===== src/rtl/sll_sequential.sv =====
// Multicycle logical left shifter. One 2:1 mux row is reused every cycle;
// the latched operand walks through the 16, 8, 4, 2, 1 stages in that order,
// one stage per clock, so latency is SHAMT_BITS cycles for any shift amount.
module sll_sequential #(
    parameter int SHAMT_BITS = 5,
    parameter int WIDTH      = 32   // must equal 2**SHAMT_BITS
) (
    input  logic                  clock,
    input  logic                  reset,
    input  logic                  ctrl_start,
    input  logic [WIDTH-1:0]      data_operandA,
    input  logic [SHAMT_BITS-1:0] ctrl_shiftamt,
    output logic [WIDTH-1:0]      data_result,
    output logic                  data_resultRDY,
    output logic                  busy
);

    localparam int CNT_W = (SHAMT_BITS > 1) ? $clog2(SHAMT_BITS) : 1;
    localparam logic [CNT_W-1:0] LAST_STAGE = CNT_W'(SHAMT_BITS - 1);

    localparam logic [0:0] IDLE  = 1'b0;
    localparam logic [0:0] SHIFT = 1'b1;

    logic [0:0]            state;
    logic [CNT_W-1:0]      stage_cnt;
    logic [SHAMT_BITS-1:0] shamt_q;
    logic [WIDTH-1:0]      work;

    logic [CNT_W-1:0]      stage_idx;
    logic [SHAMT_BITS-1:0] stage_amt;
    logic [WIDTH-1:0]      stage_out;

    // One mux row: shift by 2**idx when the shamt bit for this stage is set.
    // The stage counter runs upward, so the bit index counts down from the MSB.
    always_comb begin
        stage_idx = LAST_STAGE - stage_cnt;
        stage_amt = shamt_q & (SHAMT_BITS'(1) << stage_idx);
        stage_out = work << stage_amt;
    end

    assign busy = (state == SHIFT);

    // Sequencer: latch operands on start, apply one stage per cycle, publish
    // the last stage straight into data_result with a one-cycle RDY pulse.
    // NOTE: every register here uses <= so all reads in a cycle see pre-edge
    // values; a blocking write would let later statements see the new value.
    // NOTE: the working and shamt registers are reset too, so nothing in the
    // datapath is ever X after reset even though they are not observable.
    always_ff @(posedge clock or posedge reset) begin
        if (reset) begin
            state          <= IDLE;
            stage_cnt      <= '0;
            shamt_q        <= '0;
            work           <= '0;
            data_result    <= '0;
            data_resultRDY <= 1'b0;
        end else begin
            data_resultRDY <= 1'b0;
            case (state)
                IDLE: begin
                    if (ctrl_start) begin
                        work      <= data_operandA;
                        shamt_q   <= ctrl_shiftamt;
                        stage_cnt <= '0;
                        state     <= SHIFT;
                    end
                end
                SHIFT: begin
                    if (stage_cnt == LAST_STAGE) begin
                        data_result    <= stage_out;
                        data_resultRDY <= 1'b1;
                        stage_cnt      <= '0;
                        state          <= IDLE;
                    end else begin
                        work      <= stage_out;
                        stage_cnt <= stage_cnt + 1'b1;
                    end
                end
                default: state <= IDLE;
            endcase
        end
    end

endmodule

===== config.mk =====
export PLATFORM = sky130hd
export DESIGN_NAME = sll_sequential
export DESIGN_NICKNAME = d
export VERILOG_FILES = /design/src/rtl/sll_sequential.sv
export SDC_FILE = /design/constraint.sdc
export NUM_CORES = 1
export LEC_CHECK = 0
export CAP_MARGIN = 20
export CORE_MARGIN = 1.5
export CORE_UTILIZATION = 40
export CTS_BUF_LIST = sky130_fd_sc_hd__clkbuf_2
export CTS_CLUSTER_SIZE = 28
export DETAILED_ROUTE_END_ITERATION = 12
export GPL_ROUTABILITY_DRIVEN = 0
export SLEW_MARGIN = 20
export SYNTH_ARGS = -nofsm -noshare
export SYNTH_HDL_FRONTEND = slang
export SYNTH_SLANG_ARGS = --single-unit

===== constraint.sdc =====
create_clock -name clock -period 3.4 [get_ports clock]
set_input_delay 0.68 -clock clock [delete_from_list [all_inputs] [get_ports clock]]
set_output_delay 0.68 -clock clock [all_outputs]
set_load 0.01 [all_outputs]

== Word level (Yosys, flattened, before mapping) ==
Index checks and enable logic that the tools add are counted.
Widths: inputs -> output; s select.

* Logic and storage cells: 29
* Output and inout port bits: 34
* Register bits: 74

* Shift-type cells: 2
* Bitwise operators: 2
* $add $sub $neg: 2
* Reductions and logical operators: 3
* Equality and inequality tests: 3
* Multiplexer cells: 11

{| class="wikitable"
|+ Operators by type and width
! kind !! number
|-
| $mux 32 || 2
|-
| $pmux 32 s2 || 1
|-
| $shl 32x5->32 || 1
|-
| $mux 3 || 2
|-
| $pmux 3 s2 || 1
|-
| $reduce_and 2->1 || 3
|-
| $and 5x5->5 || 1
|-
| $shl 1x3->5 const A || 1
|-
| $mux 1 || 4
|-
| $ne 2x2->1 const B || 2
|-
| $add 3x1->3 const B || 1
|-
| $eq 3x3->1 const B || 1
|-
| $sub 3x3->3 const A || 1
|-
| $pmux 1 s2 || 1
|-
| $not 1->1 || 1
|}

== Logic depth before layout (Yosys ltp) ==
* Depth in word-level cells: 6
* Mapped depth: 13

== Worst setup path after synthesis ==
No wires, ideal clock.

* Path kind: register -> register
* Start point: reg stage_cnt[0]
* End point: reg work[26]
* Required time: 3.312 ns
* Data arrival time: 2.439 ns
* Library setup time: 0.088 ns
* Clock period less this slack: 2.528 ns
* Path buffers: 3
* Path slack: 0.872 ns
* Cell stages (with the launch flop): 12
* Cells stage by stage: dfrtp_1 inv_1 ha_1 ha_1 buf_2 nand3b_1 buf_2 buf_6 mux2i_1 o22ai_1 or3_1 a41oi_1

* Longest elaborated chain between the ends: 6
* Elaborated cells on any way between the ends: 9

{| class="wikitable"
|+ Ends and longest elaborated chain
! element !! line !! text
|-
| start, declared || 25 || <nowiki>logic [CNT_W-1:0] stage_cnt;</nowiki>
|-
| start signal, assigned || 76 || <nowiki>stage_cnt <= stage_cnt + 1'b1;</nowiki>
|-
| $sub 3x3->3 || 36 || <nowiki>stage_idx = LAST_STAGE - stage_cnt;</nowiki>
|-
| $shl 1x3->5 || 37 || <nowiki>stage_amt = shamt_q & (SHAMT_BITS'(1) << stage_idx);</nowiki>
|-
| $and 5x5->5 || 37 ||
|-
| $shl 32x5->32 || 38 || <nowiki>stage_out = work << stage_amt;</nowiki>
|-
| $mux 32 || 69 || <nowiki>if (stage_cnt == LAST_STAGE) begin</nowiki>
|-
| $pmux 32 s2 || 59 || <nowiki>case (state)</nowiki>
|-
| end signal, assigned || 62 || <nowiki>work <= data_operandA;</nowiki>
|-
| end signal, assigned || 75 || <nowiki>work <= stage_out;</nowiki>
|-
| end, declared || 27 || <nowiki>logic [WIDTH-1:0] work;</nowiki>
|}

Several ways; a longest one is shown, not always the timed one. The select of a mux whose other input is x is not followed.
A chain may end at the register's enable or synchronous reset.

== Worst setup path in the final report ==
* Start point: reg stage_cnt[0]
* End point: reg work[14]

Same word-level chain as after synthesis.

==> results.yml <==
run_status:
  status: "complete, no violations"
worst_setup_path:
  path_max_fanout: 22
  cp-end-kind: "register"
  cp.required_ps: 3890
  worstRegToRegCells: 11
  cp-startpoint: "stage_cnt[0]"
  r2r_start: "stage_cnt[0]"
  criticalPathCategory: "reg2reg"
  ff2ff_setup_slack_ps: 180
  cp.arrival_ps: 3710
  start_kind: "register"
clock_network:
  clock_path_buffers: 2
  clk_pin_slew_worst_paths_ps: 210
  clockRootBuffer: "clkbuf_2"
  insertion_delay_ps: 590
  postCtsHoldBufs: 0
  cts_made_buffers: 9
  cts_sinks: 74
  ctsHtreeMaxLevel: 3
  cts_tree: "built"
routing:
  top_layer: "met4"
  dr.pass1.iters: 5
  routed_wirelength_um: 15700
  met3WireLength_um: 1260
  wl_per_cell_um: 21.1
  dr_wl_met2_um: 7130
  drtIter0Drc: 487
  drtAntennaViolNets: 0
  vias: 4678
  via_per_inst: 6.28
  route.detailed.drc: 0
  drt-met1-wl_um: 6730
job:
  cap_violations: 0
synthesis:
  synth-async-reset-ratio_pct: 100
  synth_compound_area_share_pct: 24.3
  ys_seq_area_share_pct: 39.2
  synth_area_sq_um: 4720
  syn_nets: 578
  synthSimpleGateAreaFrac_pct: 15.8
  synthMuxAreaShare_pct: 14.2
  netlist.area_leader.share_pct: 39.2
  synth_flop_cell: "dfrtp_1"
  ys_warn_count: 0
  synthAdderAreaFrac_pct: 1.85
  synth_edf_count: 0
  synth_area_per_cell_sq_um: 8.90
  ys_seq_elements: 74
  synth_area_leaders: "dfrtp_1 (39%), mux2i_1 (11%), nand2_1 (7.2%)"
  yosysUniqueCellTypes: 58
  syn-instance-count: 531
  synth_top_family_by_area: "compound AO/OA/AOI/OAI gates"
  synth_xor_area_share_pct: 0
  yosys.area.top_type: "dfrtp_1"
power:
  vdd_ir_drop_max_mv: 0.447
  power_density_nw_per_um2: 1040
  seq_power_share_pct: 29.0
  leakagePower_nw: 2.64
  power_frac_comb_pct: 63.1
  switching_share_pct: 48.4
  p_int_mw: 3.13
  p_switching_mw: 2.94
  pwr-share-clk_pct: 8.0
timing:
  hold_viol: 0
  maxSlewHeadroom_pct: 41.4
  period_needed_ps: 3220
  worst_slack_ps: 178
  slew_viol_final: 0
  tightestPinTransition_ps: 879
  setup_viol: 0
  fin_crit_sh_pct: 94.8
  fmax_mhz: 310
  rsz0062_at_grt: "false"
  setup_tns_ps: 0
  worst_clock_skew_ps: 26.8
  whs_ps: 504
layout:
  syn_to_final_growth_pct: 23.2
  layout_commonest_cell: "nand2_1"
  postLayoutCoreUtil_pct: 50.8
  final_cell_mix: "nand2_1 (90), dfrtp_1 (74), clkdlybuf4s50_1 (73)"
  drive_above_1_share_pct: 10.3
  nets: 644
  antennaDiodeCount: 0
global_route:
  grt_pass1_vias: 4669
  grt_pass1_wl_um: 25500
  overflow: 0
  antenna_found_initial: 0
  track_usage_pct: 26.1
  grt_max_degree: 42
floorplanning:
  die_h_um: 112
  boundaryPins: 74
  core_sq_um: 11500
  num_rows: 39
  die_w_um: 112
  start_util_pct: 41.2
  die-area_sq_um: 12500
placed_design:
  pre_cts_ws_ps: 157
  portBuffers: 73
  hpwl_um: 11500
min_path:
  whs_path_depth: 2
  min_from: "data_result[7]"
  hold_path_class: "reg2reg"
area by class of cell:
type	count	area, sq um
well taps	143	179
multi-input cells	410	2690
clock inverters	7	60.1
inverters	4	15.0
clock buffers	9	45.0
repair buffers	98	981
flip-flops and latches	74	1850
fillers	1131	5650
synth_stat cells, types with 3 or more instances:
cell / n
or3_1: 4
o21ai_0: 30
mux2i_2: 3
buf_2: 14
o21ai_1: 20
a21oi_1: 33
nand3b_1: 3
nor3_1: 7
and3_1: 5
buf_6: 3
and3b_1: 4
nand3_1: 9
dfrtp_1: 74
o22a_1: 7
clkbuf_1: 21
mux2i_1: 53
o22ai_1: 24
mux2_2: 5
ha_1: 7
nand2_1: 90
nand2b_1: 3
o31ai_1: 3
a22o_1: 3
nor2_1: 26
inv_1: 3
a221o_1: 3
a211oi_1: 14
a22oi_1: 17
buf_1: 4
registers in the layout, summed over array words and instances (netlist names):
register	count
busy	1
data_result	32
data_resultRDY	1
shamt_q	5
stage_cnt	3
work	32
per-stage QoR:
| step | power (mW) | area [sq um] | std cells |
|---|---|---|---|
| 2_1_floorplan | 4.05 | 4720 | 531 |
| 4_1_cts | 5.98 | 5790 | 745 |
| 3_5_place_dp | 5.49 | 5680 | 729 |
| 6_report | 6.08 | 5820 | 745 |
| 3_3_place_gp | 5.43 | 5680 | 729 |
| 5_1_grt | 6.51 | 5820 | 745 |
path summary, 6_finish.rpt:
check	end
min in group asynchronous	data_result[0]
max in group asynchronous	data_result[10]
max	work[14]
min	data_result[7]
max reg2reg	work[14]
min reg2reg	data_result[7]
what timing repair did:
| action | CTS | global route |
|---|---|---|
| gates resized for setup | 0 | 7 |
| endpoints found under the setup margin | 0 | 8 |
| setup buffers | 0 | 0 |
cells by family after synthesis:
logic type               count (synthesis)
AND/OR/NAND/NOR                        162
multiplexers                            63
AO/OA/AOI/OAI                          178
flip-flops                              74
adder cells (fa/ha/maj)                  7
buffers and inverters                   47
power groups by stage:
stage | clock, mW | combinational (mW) | sequential [mW]
final | 0.485 | 3.83 | 1.76
after global routing | 0.534 | 4.17 | 1.80
after CTS | 0.498 | 3.75 | 1.73
after detailed placement | 0 | 3.75 | 1.75
after global placement | 0 | 3.68 | 1.74
after floorplan | 0 | 2.40 | 1.65
per-layer routing:
metal / up-vias / track usage, %
met1: 2287 / 34.9
li1: 2105 / -
met4: 0 / 13.0
met2: 245 / 40.6
met5: - / 0
met3: 41 / 5.01
critical path: stages (launching register included):
cell      delay (ps)
dfrtp_1          460
inv_1            110
ha_1             240
ha_1             440
nand3b_4         270
buf_12           220
mux2i_2          300
buf_4            200
o21ai_1          120
o21ai_1          330
o22ai_1          120
a221o_1          280
Note: power is estimated with default switching activity, not from simulation.
